===== config.mk =====
export PLATFORM = sky130hd
export DESIGN_NAME = adder_error_accumulator
export DESIGN_NICKNAME = d
export VERILOG_FILES = /design/src/rtl/adder_error_accumulator.sv
export SDC_FILE = /design/constraint.sdc
export NUM_CORES = 1
export LEC_CHECK = 0
export BUFFER_PORTS_ARGS = -buffer_cell sky130_fd_sc_hd__clkbuf_2
export CORE_MARGIN = 4
export CORE_UTILIZATION = 35
export CTS_CLUSTER_SIZE = 20
export DETAILED_ROUTE_END_ITERATION = 6
export HOLD_SLACK_MARGIN = 0.02
export PLACE_DENSITY = 0.57
export SLEW_MARGIN = 20
export SYNTH_ARGS = -nofsm -noshare
export SYNTH_HDL_FRONTEND = slang
export SYNTH_SLANG_ARGS = --single-unit

===== constraint.sdc =====
create_clock -name clk -period 5.2 [get_ports clk]
set_input_delay 0.78 -clock clk [delete_from_list [all_inputs] [get_ports clk]]
set_output_delay 0.78 -clock clk [all_outputs]
set_load 0.01 [all_outputs]

===== src/rtl/adder_error_accumulator.sv =====
// Accumulates error count, summed error distance and maximum error distance
// between exact and approximate adder sums over a window of SAMPLES accepted pairs.
module adder_error_accumulator #(
  parameter int WIDTH   = 8,
  parameter int SAMPLES = 256,
  parameter int CNT_W   = $clog2(SAMPLES + 1),
  parameter int SUM_W   = WIDTH + 1 + CNT_W
) (
  input  logic             clk,
  input  logic             rst,
  input  logic             start,
  input  logic             in_valid,
  output logic             in_ready,
  input  logic [WIDTH:0]   exact_sum,
  input  logic [WIDTH:0]   approx_sum,
  output logic             busy,
  output logic             done,
  output logic [CNT_W-1:0] err_count,
  output logic [SUM_W-1:0] ed_sum,
  output logic [WIDTH:0]   max_ed
);

  typedef enum logic [1:0] {IDLE, ACCUM, DONE} state_t;

  state_t           state, state_nxt;
  logic [CNT_W-1:0] sample_cnt;
  logic [WIDTH:0]   ed;
  logic             accept;
  logic             last;
  logic             clr;

  function automatic logic [WIDTH:0] abs_diff(input logic [WIDTH:0] a,
                                              input logic [WIDTH:0] b);
    abs_diff = (a >= b) ? (a - b) : (b - a);
  endfunction

  assign in_ready = (state == ACCUM);
  assign busy     = (state == ACCUM);
  assign done     = (state == DONE);

  assign ed     = abs_diff(exact_sum, approx_sum);
  assign accept = in_valid && in_ready;
  assign last   = accept && (sample_cnt == CNT_W'(SAMPLES - 1));
  // start only opens a window outside ACCUM; a pair offered alongside it is not taken
  assign clr    = start && (state != ACCUM);

  always_comb begin
    state_nxt = state;
    case (state)
      IDLE:    if (start) state_nxt = ACCUM;
      ACCUM:   if (last)  state_nxt = DONE;
      DONE:    if (start) state_nxt = ACCUM;
      default: state_nxt = IDLE;
    endcase
  end

  always_ff @(posedge clk) begin
    if (rst) state <= IDLE;
    else     state <= state_nxt;
  end

  always_ff @(posedge clk) begin
    if (rst || clr) begin
      sample_cnt <= '0;
      err_count  <= '0;
      ed_sum     <= '0;
      max_ed     <= '0;
    end else if (accept) begin
      sample_cnt <= sample_cnt + 1'b1;
      err_count  <= err_count + CNT_W'(ed != '0);
      ed_sum     <= ed_sum + SUM_W'(ed);
      if (ed > max_ed) max_ed <= ed;
    end
  end

endmodule

---- Yosys cells after proc, flatten, opt, wreduce, memory -nomap -nowiden ----
Index checks and enable logic that the tools add are counted.
word-level totals
  register bits after elaboration ......... 47
  bits in latches ......................... 0
  bits in writable memories ............... 0
  ROM bits ................................ 0
  bits of input ports ..................... 22
  output and inout port bits .............. 39
  logic and storage cells ................. 31
  memories ................................ 0
operators by class
  add/subtract/negate cells ............... 5
  multipliers ............................. 0
  divide/modulo/power cells ............... 0
  magnitude comparators ................... 2
  eq/ne operators ......................... 6
  shift operators ......................... 0
  multiplexer cells ....................... 4
  bitwise logic cells ..................... 0
  reductions and logical operators ........ 9
operator list
  cell                                                                      number
  18-bit by 9-bit adder with 18-bit output                                  1
  9-bit subtractor                                                          2
  9-bit by 1-bit adder with 9-bit output                                    1
  9-bit by 1-bit adder with 9-bit output (second input constant)            1
  9-bit by 8-bit equality test with 1-bit output (second input constant)    1
  9-bit greater-or-equal comparator                                         1
  9-bit > comparator                                                        1
  9-bit 2-to-1 mux                                                          1
  9-bit nonzero test                                                        1
  2-bit by 1-bit inequality test with 1-bit output (second input constant)  3
  2-bit 2-to-1 mux                                                          2
  2-bit case mux with 2 select lines                                        1
  2-bit AND reduction                                                       2
  1-bit logical AND                                                         3
  2-bit by 1-bit equality test with 1-bit output (second input constant)    1
  2-bit equality test (second input constant)                               1
  2-bit logical NOT                                                         1
  2-bit OR reduction                                                        1
  1-bit logical OR                                                          1

---- Longest topological paths before layout ----
Gate-level depths: netlist of run 1.
  depth after elaboration ................. 5
  gate-level depth with buffers ........... 19
  mapped depth without buffers ............ 18

---- Least setup slack after synthesis of run 1 ----
No wires, ideal clock.
  path kind ............................... in2reg
  start ................................... input port exact_sum[5]
  end ..................................... register ed_sum[9]
  setup time .............................. 132 ps
  arrival ................................. 4076 ps
  setup slack ............................. 992 ps
  stages .................................. 16
  path buffers ............................ 0
  cells stage by stage .................... inv_1 > ha_1 > and2_2 > and3_4 > nor3_4 > nand3_2 > mux2_2 > ha_1 > a21o_1 > a21oi_1 > o21ai_0 > a2111oi_0 > nor2_1 > a211oi_1 > or3_1 > a21oi_1
between the ends
  cells in the longest elaborated chain, start to end .. 3
ends and longest elaborated chain
  item                                                                          RTL line  RTL
  from (decl)                                                                   14        input logic [WIDTH:0] exact_sum,
  9-bit subtractor / 9-bit greater-or-equal comparator (equally long branches)  34        abs_diff = (a >= b) ? (a - b) : (b - a);
  9-bit 2-to-1 mux *                                                            34
  18-bit by 9-bit adder with 18-bit output *                                    71        ed_sum <= ed_sum + SUM_W'(ed);
  to (signal assigned)                                                          71
  to (decl)                                                                     19        output logic [SUM_W-1:0] ed_sum,
Mark *: on every way between the ends. The rest lies on a longest branch, timed or not.
A chain may end at the register's enable or synchronous reset.

---- Worst setup path in the final report of run 1 ----
  start ................................... input port exact_sum[6]
  end ..................................... register ed_sum[17]
The elaborated chain is that of the path after synthesis.

==> run summary, run 1 <==
R2R cell count - 9
Unique masters post-synth - 52
pwr dens - 238 nW/um2
crit-path cells - clkbuf_2 > inv_1 > ha_1 > a211oi_1 > nor2_1 > nor3_4 > nand3_2 > mux2_2 > ha_1 > a21o_1 > a21oi_1 > o21ai_0 > a2111oi_0 > nor3_1 > o21ai_0 > xor2_1 > nor2_1
CTS tree - built
PostCTS Resize Cnt - 0
Syn Inst Count - 421
Syn. warnings - 0
die width - 106 um
number of synthesized flops with an enable pin - 0
Mapped Nets - 484
Sink Count - 47
crit-path max cell delay - 630 ps
register area share after synthesis - 27.9%
TNS Setup - 0 ps
per-cell routed wire length - 12.3 um
Antenna Cells - 0
post-layout util - 41.6%
vias per inst - 4.80
sw frac - 33.2%
RSZ-0062 raised after global routing - false
clk slew on worst S/H paths - 80 ps
async set or reset register ratio after synthesis - 0%
P_leak - 0.00169 uW
PortBufs - 60
CP Data Arrival Time - 4690 ps
Hold Violations, Final - 0
hold wc startpoint - ed_sum[4]
clock buffer depth - 2
share of layout cells above drive strength 1 - 17.4%
die area - 11,300 um2
fin crit share - 86.9%
Flop pwr share - 40.8%
Routed Antenna Nets - 0
CTS Buf Count - 5
Area Growth Syn to Fin - 14.9%
crit path time final - 4520 ps
NetSw - 307 uW
Slew Viols, Final - 0
Critical Path Fanout Max - 7
final hold slack - 475 ps
number of max-cap violations - 0
Pint - 618 uW
WP depth - 17
gr ovfl total - 0
Worst setup SP type - input port
Top Family by Delay on Critical Path - compound AO/OA/AOI/OAI gates
Clock Tree Root - clkbuf_8
htree depth - 2
Initial Utilization - 36.2%
DRC - 0
RR Startpoint - ed_sum[1]
first-pass GRT wire length - 12.9 mm
Worst Setup Path Type - input port to flip-flop
VDD IR max - 113 uV
Final #Nets - 540
worst-skew pair later-pin latency - 290 ps
# setup viols final - 0
Slew headroom - 58.1%
clock skew - 6.53 ps
Core Region - 9330 um2
DRT Wirelength - 7.49 mm
Hold Crit Depth - 2
CP startpoint - exact_sum[6]
FP Rows - 35
post-synthesis cell area - 3380 um2
main flop type after synthesis - dfxtp_1
Slew @ Worst Pin - 613 ps
DRT iter0 DRCs - 149
die height - 106 um
Pre-antenna DRT Iters - 4
CP Capture Type - flip-flop
Post-DP HPWL - 5.89 mm
DR vias - 2,914
Post-CTS Setup Repair Bufs - 0
Max Clk Rate - 221 MHz
post-cts hold buffer count - 0
Clk pwr share - 25.7%
initial antenna violation count - 0
GP Congestion - 0.825
largest net degree at the start of global routing - 46
# IOs - 61
post-synthesis area per instance - 8.02 um2
Worst EP required - 5370 ps
synthesis-stage register bit count - 47
outcome - finished clean
Crit-path slowest cell - a2111oi_0
Min-Delay Path Class - flip-flop to flip-flop
Worst Path Buf+Inv - 2
GRT Total Usage - 13.6%
combinational share of power - 33.5%
vias in the first global route - 2,746
-- routing by layer --
layer | wire length (um) | vias up | global-route usage (%)
li1 | - | 1560 | -
met1 | 3730 | 1301 | 19.4
met2 | 3350 | 51 | 21.4
met3 | 371 | 2 | 2.85
met4 | 38 | 0 | 2.50
met5 | 0 | - | 0
-- cell usage in the layout (no fill, tap or decap), drive strengths merged, types with 3 or more instances in the layout --
| master | synthesis | layout |
|---|---|---|
| a2111oi | 3 | 3 |
| a211oi | 6 | 6 |
| a21o | 4 | 4 |
| a21oi | 36 | 36 |
| a31o | 3 | 3 |
| a31oi | 3 | 3 |
| and3 | 7 | 7 |
| buf | 8 | 3 |
| clkbuf | 6 | 68 |
| dfxtp | 47 | 47 |
| fa | 3 | 3 |
| ha | 38 | 38 |
| inv | 39 | 39 |
| mux2i | 11 | 11 |
| nand2 | 37 | 37 |
| nand2b | 6 | 6 |
| nand3 | 7 | 7 |
| nand4 | 7 | 7 |
| nor2 | 50 | 50 |
| nor2b | 6 | 6 |
| nor3 | 10 | 10 |
| o211ai | 5 | 5 |
| o21ai | 20 | 20 |
| or3 | 9 | 9 |
| xnor2 | 7 | 7 |
| xor2 | 22 | 22 |
-- sequential cells by signal (all words and copies together) (netlist names) --
signal and cells:
sample_cnt 9, state 2, max_ed 9, err_count 9, ed_sum 18
-- synthesized netlist by cell type (2+ instances only) --
library cell / instances / area (um2)
nor2_1: 50 / 188
dfxtp_1: 47 / 941
inv_1: 39 / 146
ha_1: 38 / 475
nand2_1: 37 / 139
a21oi_1: 36 / 180
xor2_1: 22 / 193
o21ai_0: 20 / 100
mux2i_1: 11 / 110
nor3_1: 9 / 45.0
or3_1: 9 / 56.3
nand4_1: 7 / 43.8
xnor2_1: 7 / 61.3
clkbuf_1: 6 / 22.5
nand2b_1: 6 / 37.5
nand3_1: 6 / 30.0
nor2b_1: 6 / 37.5
a211oi_1: 5 / 37.5
o211ai_1: 5 / 37.5
a21o_1: 4 / 30.0
and3_1: 4 / 25.0
a2111oi_0: 3 / 26.3
and3_4: 3 / 33.8
buf_6: 3 / 33.8
fa_1: 3 / 60.1
a22oi_1: 2 / 15.0
a31o_2: 2 / 17.5
a31oi_1: 2 / 12.5
buf_1: 2 / 7.51
buf_2: 2 / 10.0
nor4_1: 2 / 12.5
o21a_1: 2 / 15.0
o41ai_1: 2 / 17.5
-- power by group through the flow --
stage | clock network [uW] | registers, uW | logic (uW)
floorplan | 0 | 388 | 234
detailed placement | 0 | 386 | 310
global placement | 0 | 386 | 307
CTS | 249 | 377 | 312
finish | 238 | 377 | 310
global route | 265 | 379 | 355
-- worst reg2reg max path, delay by kind of cell, from the launching register on --
family                     cells  cell delay (ps)
and+or+nand+nor                2              270
adders and majority gates      1              290
DFF                            1              340
xor gates and xnor gates       1              170
AOI/OAI and AO/OA              5             1410
-- per-stage QoR --
stage,instances,setup WS (ps),total power (uW),cell area [um2]
global placement,599,458,693,3780
finish,607,681,925,3880
global route,607,264,999,3880
CTS,607,717,939,3880
floorplan,421,992,622,3380
detailed placement,599,412,696,3780
-- worst paths after layout --
check	endpoint	slack, ps
setup / recovery	ed_sum[17]	680
hold / removal	ed_sum[4]	470
setup reg to reg	ed_sum[17]	2590
hold reg to reg	ed_sum[4]	470
-- cell families after synthesis --
| group | share of synthesized area (%) |
|---|---|
| XOR/XNOR | 7.52 |
| AND/OR/NAND/NOR | 21.3 |
| flip-flops | 27.9 |
| buffers and inverters | 6.85 |
| multiplexers | 3.59 |
| adder cells (fa/ha/maj) | 15.9 |
| AO/OA/AOI/OAI | 17.0 |
-- layout make-up --
type,count,area (um2)
clock buffer,8,100
inverter,40,150
fill,967,5450
multi-input combinational,320,2210
sequential,47,941
tap,129,161
timing repair buffer,63,323
No activity file was read; power rests on OpenSTA's default activity.
==> inputs of run 2 (changes only) <==
--- a/config.mk
+++ b/config.mk
@@ -5,13 +5,14 @@
 export SDC_FILE = /design/constraint.sdc
 export NUM_CORES = 1
 export LEC_CHECK = 0
+export ABC_AREA = 1
 export BUFFER_PORTS_ARGS = -buffer_cell sky130_fd_sc_hd__clkbuf_2
 export CORE_MARGIN = 4
 export CORE_UTILIZATION = 35
 export CTS_CLUSTER_SIZE = 20
 export DETAILED_ROUTE_END_ITERATION = 6
 export HOLD_SLACK_MARGIN = 0.02
-export PLACE_DENSITY = 0.57
+export PLACE_DENSITY = 0.59
 export SLEW_MARGIN = 20
 export SYNTH_ARGS = -nofsm -noshare
 export SYNTH_HDL_FRONTEND = slang
==> constraint.sdc (replaced) <==
create_clock -name clk -period 3.71 [get_ports clk]
set_input_delay 0.5565 -clock clk [delete_from_list [all_inputs] [get_ports clk]]
set_output_delay 0.5565 -clock clk [all_outputs]
set_load 0.01 [all_outputs]
==> run 2 against run 1 <==
Via count grew 24%. First-iteration DRC count increased by 42%. Setup slack worse by 460 ps. Register-to-register slack got worse by 1300 ps. Combinational power rose to 2.5 times the previous value. Sequential share of layout area is 5.0 points lower. Final area up 26%. Area after synthesis is 7.6% higher. Wire length grew 22%. Clock power increased by 66%. Non-clock buffer count increased by 79. Critical path type unchanged. Highest routed layer unchanged.
==> run summary, run 2 <==
sw frac - 35.7% (+2.5 points)
Routed Antenna Nets - 0 (unchanged)
Core Region - 9950 um2 (+6.7%)
DR vias - 3,614 (+24%)
GP Congestion - 0.868 (+5.2%)
post-synthesis area per instance - 7.17 um2 (-11%)
register area share after synthesis - 25.9% (-2.0 points)
CP Data Arrival Time - 3730 ps (-960 ps)
post-synthesis cell area - 3630 um2 (+7.6%)
TNS Setup - 0 ps (unchanged)
synthesis-stage register bit count - 47 (unchanged)
top cells by count, synth - inv_1 (93), nand2_1 (88), dfxtp_1 (47)
Slew @ Worst Pin - 885 ps (+272 ps)
CP Capture Type - flip-flop
RSZ-0062 raised after global routing - true
FP Rows - 36 (+2.9%)
VDD IR max - 178 uV (+57%)
Critical Path Fanout Max - 5 (-2)
die width - 110 um (+3.4%)
Final #Nets - 706 (+31%)
DRT Wirelength - 9.16 mm (+22%)
crit path time final - 3480 ps
Area Growth Syn to Fin - 34.2%
largest net degree at the start of global routing - 23 (-50%)
Clk pwr share - 23.2% (-2.5 points)
Slew headroom - 41.0% (-17 points)
Pint - 1090 uW (+77%)
gr ovfl total - 0 (unchanged)
Pre-antenna DRT Iters - 4 (unchanged)
Hold Violations, Final - 0 (unchanged)
crit-path max cell delay - 330 ps (-300 ps)
max reg flops - 18 (unchanged)
async set or reset register ratio after synthesis - 0% (unchanged)
Hold Crit Depth - 2 (unchanged)
Max Clk Rate - 287 MHz
most frequent CP cell - nand2_1
footprint of the multi-input gates - 2340 um2 (+6.2%)
Syn Inst Count - 507 (+20%)
commonest non-fill, non-tap cell in the layout - inv_1
largest area contributor in the netlist - dfxtp_1
vias in the first global route - 3,538 (+29%)
outcome - finished clean
# setup viols final - 0 (unchanged)
Syn. warnings - 0 (unchanged)
Slew Viols, Final - 0 (unchanged)
number of max-cap violations - 0 (unchanged)
Crit-path slowest cell - ha_1
main flop type after synthesis - dfxtp_1
top-area cell type share of the netlist area - 25.9% (-2.0 points)
synth top area cells - dfxtp_1 (26%), ha_1 (13%), inv_1 (9.6%)
vias per inst - 4.65 (-3.1%)
Reg with most FFs - ed_sum
CTS Buf Count - 5 (unchanged)
clock buffer depth - 2 (unchanged)
# IOs - 61 (unchanged)
RR Startpoint - state[0]
r2r endpoint - sample_cnt[7]
Min-Delay Path Class - input port to flip-flop
number of synthesized flops with an enable pin - 0 (unchanged)
Worst EP required - 3950 ps (-1420 ps)
per-cell routed wire length - 11.8 um (-4.4%)
htree depth - 2 (unchanged)
die height - 110 um (+3.4%)
post-layout util - 49.0% (+7.4 points)
Worst Setup Path Type - input port to flip-flop
worst-skew pair later-pin latency - 310 ps (+20 ps)
initial antenna violation count - 0 (unchanged)
hold wc startpoint - rst
P_leak - 0.00244 uW (+44%)
pwr dens - 349 nW/um2 (+46%)
Sink Count - 47 (unchanged)
NetSw - 606 uW (+97%)
DRC - 0 (unchanged)
Unique masters post-synth - 45 (-13%)
first-pass GRT wire length - 15.3 mm (+18%)
Antenna Cells - 0 (unchanged)
Initial Utilization - 36.5% (+0.28 points)
Post-DP HPWL - 7.30 mm (+24%)
clk slew on worst S/H paths - 90 ps (about the same)
Fillers - 1,023 (+5.8%)
Clock Tree Root - clkbuf_8
PortBufs - 60 (unchanged)
share of layout cells above drive strength 1 - 32.8% (+15 points)
register area - 941 um2 (unchanged)
GRT Total Usage - 15.7% (+2.0 points)
worst min-delay path endpoint - state[0]
DRT iter0 DRCs - 211 (+42%)
Flop pwr share - 31.1% (-9.7 points)
CTS tree - built
clock skew - 7.34 ps (+0.802 ps)
most numerous cell in the Yosys netlist - inv_1
most frequent cells in the layout - inv_1 (92), nand2_1 (87), buf_4 (80), clkbuf_2 (60), dfxtp_1 (47)
fin crit share - 93.9%
combinational share of power - 45.7% (+12 points)
Mapped Nets - 570 (+18%)
Worst setup SP type - input port
R2R cell count - 12 (+3)
die area - 12,100 um2 (+7.0%)
Reg2Reg Setup Slack - 1330 ps (-1260 ps)
==> run 2: through the flow <==
step	total power (uW)	setup WS, ps	hold WS [ps]	area [um2]	std cells
CTS	1680	24.5	440	4750	775
finish	1700	225	446	4880	777
floorplan	983	54.6	445	3630	507
global route	1830	-67.8	432	4880	777
global placement	1270	-245	434	4640	767
detailed placement	1280	-357	449	4640	767
==> run 2: timing repair <==
item,4_1_cts,5_1_grt
setup buffers,0,2
pin swaps,0,7
gates resized for setup,1,25
setup endpoints to repair,1,19
hold buffers,0,0
==> run 2: cell families (layout without fill, tap and decap cells) <==
logic type                 Yosys count  count (layout)  share of synthesized area [%]
xor gates and xnor gates            18              18                           4.34
AOI/OAI and AO/OA                  102             102                           16.9
muxes                                1               1                          0.275
adders and majority gates           41              41                           14.7
DFF                                 47              47                           25.9
and+or+nand+nor                    186             186                           25.0
buffers and inverters              112             249                           12.8
==> run 2: worst max-delay path by stage <==
stage	start	end	slack, ps	cells after the start
2_1_floorplan	exact_sum[7]	ed_sum[17]	50	25
3_3_place_gp	approx_sum[0]	ed_sum[17]	-250	24
3_5_place_dp	approx_sum[0]	ed_sum[17]	-360	24
4_1_cts	exact_sum[0]	ed_sum[16]	20	25
5_1_grt	exact_sum[2]	ed_sum[16]	-70	28
6_report	exact_sum[7]	ed_sum[16]	230	28
==> run 2: routing by layer <==
| metal | track usage (%) | up-vias | wire, um |
|---|---|---|---|
| met3 | 3.05 | 10 | 351 |
| met2 | 27.1 | 62 | 4420 |
| li1 | - | 1890 | - |
| met4 | 3.21 | 0 | 110 |
| met1 | 20.1 | 1652 | 4280 |
| met5 | 0 | - | 0 |
==> run 2: worst max-delay path: cells and delay by family <==
kind            cells  cell delay, ps
fa+ha+maj           2             650
simple gates       14            1040
xor+xnor            1             220
compound gates      5             920
buf+inv             6             360
==> run 2: power groups by stage <==
stage | combinational, uW | sequential [uW] | clock (uW)
finish | 777 | 530 | 394
global route | 868 | 532 | 427
detailed placement | 743 | 541 | 0
CTS | 747 | 530 | 403
floorplan | 439 | 543 | 0
global placement | 729 | 541 | 0
==> run 2: cell type report <==
class / count / share of cell area, %
multi-input combinational: 348 / 48.0
sequential: 47 / 19.3
timing repair buffer: 142 / 19.3
inverter: 99 / 7.62
tap: 133 / 3.41
clock buffer: 5 / 1.41
clock inverter: 3 / 0.949
==> inputs of run 3 (changes only) <==
--- a/config.mk
+++ b/config.mk
@@ -5,7 +5,6 @@
 export SDC_FILE = /design/constraint.sdc
 export NUM_CORES = 1
 export LEC_CHECK = 0
-export ABC_AREA = 1
 export BUFFER_PORTS_ARGS = -buffer_cell sky130_fd_sc_hd__clkbuf_2
 export CORE_MARGIN = 4
 export CORE_UTILIZATION = 35
==> run 3 against run 2 <==
Clock skew shrank 2.5 ps. Critical path depth shrank 8. Flip-flop and latch count is the same. Combinational power shrank 14%. Clock-buffer cell count grew 1. Highest routed layer unchanged.
==> run summary, run 3 (synthesis results as in run 1) <==
CP Capture Type - flip-flop
CTS tree - built
Post-DP HPWL - 6.55 mm (-10%)
worst slack at placement - -544 ps (-187 ps)
Worst Setup Path Type - input port to flip-flop
htree depth - 2 (unchanged)
clk slew on worst S/H paths - 90 ps (about the same)
GP Congestion - 0.842 (-3.0%)
max reg flops - 18 (unchanged)
CP Data Arrival Time - 3850 ps (+120 ps)
Fillers - 899 (-12%)
VDD IR max - 138 uV (-23%)
clock skew - 4.88 ps (-2.46 ps)
pwr dens - 320 nW/um2 (-8.1%)
P_leak - 0.00199 uW (-19%)
per-cell routed wire length - 12.8 um (+8.3%)
most frequent cells in the layout - buf_4 (61), clkbuf_2 (58), dfxtp_1 (47), nor2_1 (46), nand2_1 (35)
FP Rows - 35 (-2.8%)
crit-path cells - buf_6 > inv_4 > ha_4 > inv_2 > fa_2 > a21o_1 > a21oi_2 > nor2_1 > a2111oi_2 > mux2i_1 > xor2_1 > ha_1 > nand2_2 > o21ai_2 > nor2_2 > a31oi_1 > buf_4 > o211a_4 > mux2i_1 > nor2_1
Critical Path Fanout Max - 6 (+1)
crit path time final - 3680 ps (+194 ps)
worst min-delay path endpoint - state[0]
Reg with most FFs - ed_sum
Hold Violations, Final - 0 (unchanged)
fin crit share - 99.2% (+5.2 points)
final critical-path setup slack - 31.3 ps (-194 ps)
Sink Count - 47 (unchanged)
die height - 106 um (-3.3%)
DR vias - 3,277 (-9.3%)
Top Family by Delay on Critical Path - compound AO/OA/AOI/OAI gates
CTS Buf Count - 5 (unchanged)
# setup viols final - 0 (unchanged)
post-layout util - 50.2% (+1.2 points)
RR Startpoint - state[1]
Pre-antenna DRT Iters - 4 (unchanged)
Hold Crit Depth - 2 (unchanged)
PortBufs - 60 (unchanged)
number of max-cap violations - 0 (unchanged)
Clock Tree Root - clkbuf_8
Max Clk Rate - 272 MHz (-5.3%)
GRT Total Usage - 14.5% (-1.1 points)
clock buffer depth - 2 (unchanged)
gr ovfl total - 0 (unchanged)
largest net degree at the start of global routing - 34 (+48%)
Core Region - 9330 um2 (-6.3%)
initial antenna violation count - 0 (unchanged)
Routed Antenna Nets - 0 (unchanged)
Area after DPL - 4300 um2 (-7.2%)
share of layout cells above drive strength 1 - 37.2% (+4.5 points)
Worst EP required - 3880 ps (-70 ps)
vias per inst - 4.92 (+5.8%)
R2R cell count - 9 (-3)
r2r endpoint - max_ed[7]
cell area after layout - 4680 um2 (-4.0%)
Area Growth Syn to Fin - 38.6%
footprint of the multi-input gates - 2560 um2 (+9.5%)
DRC - 0 (unchanged)
Worst setup SP type - input port
hold wc startpoint - rst
Initial Utilization - 36.2% (-0.28 points)
die area - 11,300 um2 (-6.5%)
Worst Path Buf+Inv - 4 (-2)
vias in the first global route - 3,112 (-12%)
post-cts hold buffer count - 0 (unchanged)
Slew Viols, Final - 0 (unchanged)
DRT iter0 DRCs - 91 (-57%)
Reg2Reg Setup Slack - 1380 ps (+50 ps)
first-pass GRT wire length - 13.7 mm (-10%)
worst-skew pair later-pin latency - 290 ps (-20 ps)
Antenna Cells - 0 (unchanged)
die width - 106 um (-3.3%)
Slew headroom - 58.0% (+17 points)
commonest non-fill, non-tap cell in the layout - buf_4
Final #Nets - 599 (-15%)
Slew @ Worst Pin - 630 ps (-255 ps)
Crit-path slowest cell - fa_2
Min-Delay Path Class - input port to flip-flop
register area - 941 um2 (unchanged)
crit-path max cell delay - 350 ps (+20 ps)
outcome - finished clean
DRT Wirelength - 8.50 mm (-7.2%)
# IOs - 61 (unchanged)
## run 3: changes by cell type in the layout (fill, tap and decap cells not counted), moves of 7 or more
cell and change:
xor2_1 +10, mux2i_1 +8, nand2_1 -52, ha_4 +9, nor2_1 +7, ha_1 -8
a21oi_1 -7, or3_1 +9, buf_4 -19, nand3_1 -16, o21ai_0 -19, inv_1 -62
## run 3: cell type report
class                   count  share of cell area, %
multi-input cells         321                   54.7
inverters                  40                   3.37
clock inverters             2                  0.267
clock buffers               6                   1.55
flip-flops and latches     47                   20.1
repair buffers            121                   16.5
well taps                 129                   3.45
## run 3: worst reg2reg max path: stages (launching register included)
cell and delay [ps]:
dfxtp_1 320, nand2b_1 180, inv_1 120, and2_1 550, o21ai_2 150, a31oi_1 240, buf_4 170, o211a_4 220
mux2i_1 200, nor2_1 60
## run 3: worst max-delay path by stage
stage                              from         end  slack [ps]  cells after the start
final                     approx_sum[0]   max_ed[7]          30                     20
after global routing       exact_sum[7]   max_ed[8]        -220                     20
after CTS                  exact_sum[1]  ed_sum[17]           9                     17
after detailed placement  approx_sum[0]   max_ed[7]        -540                     19
after global placement    approx_sum[0]   max_ed[8]        -370                     19
after floorplan            exact_sum[7]   max_ed[6]           4                     17
## run 3: power by group
part | switching [uW] | internal [uW] | leakage, uW
Sequential | 12.6 | 517 | 0.000380
Clock | 168 | 132 | 0.0000412
Combinational | 345 | 326 | 0.00156
## run 3: what timing repair did
action,in CTS,in global routing
setup endpoints to repair,12,25
gates resized for setup,8,62
pin swaps,1,38
cloned,1,0
setup buffers,1,3
## run 3: metrics by stage
step           setup TNS [ps]  hold slack (ps)  power (uW)  instances
2_1_floorplan               0              458         894        421
3_3_place_gp            -6130              466        1100        653
3_5_place_dp            -7990              476        1110        653
4_1_cts                     0              450        1420        663
5_1_grt                 -1890              461        1610        666
6_report                    0              462        1500        666
## run 3: routing by layer
layer	up-vias	track usage [%]	wire, um
met4	0	4.07	92
li1	1684	-	-
met2	59	26.2	4190
met3	6	2.37	357
met5	-	0	0
met1	1528	17.7	3860
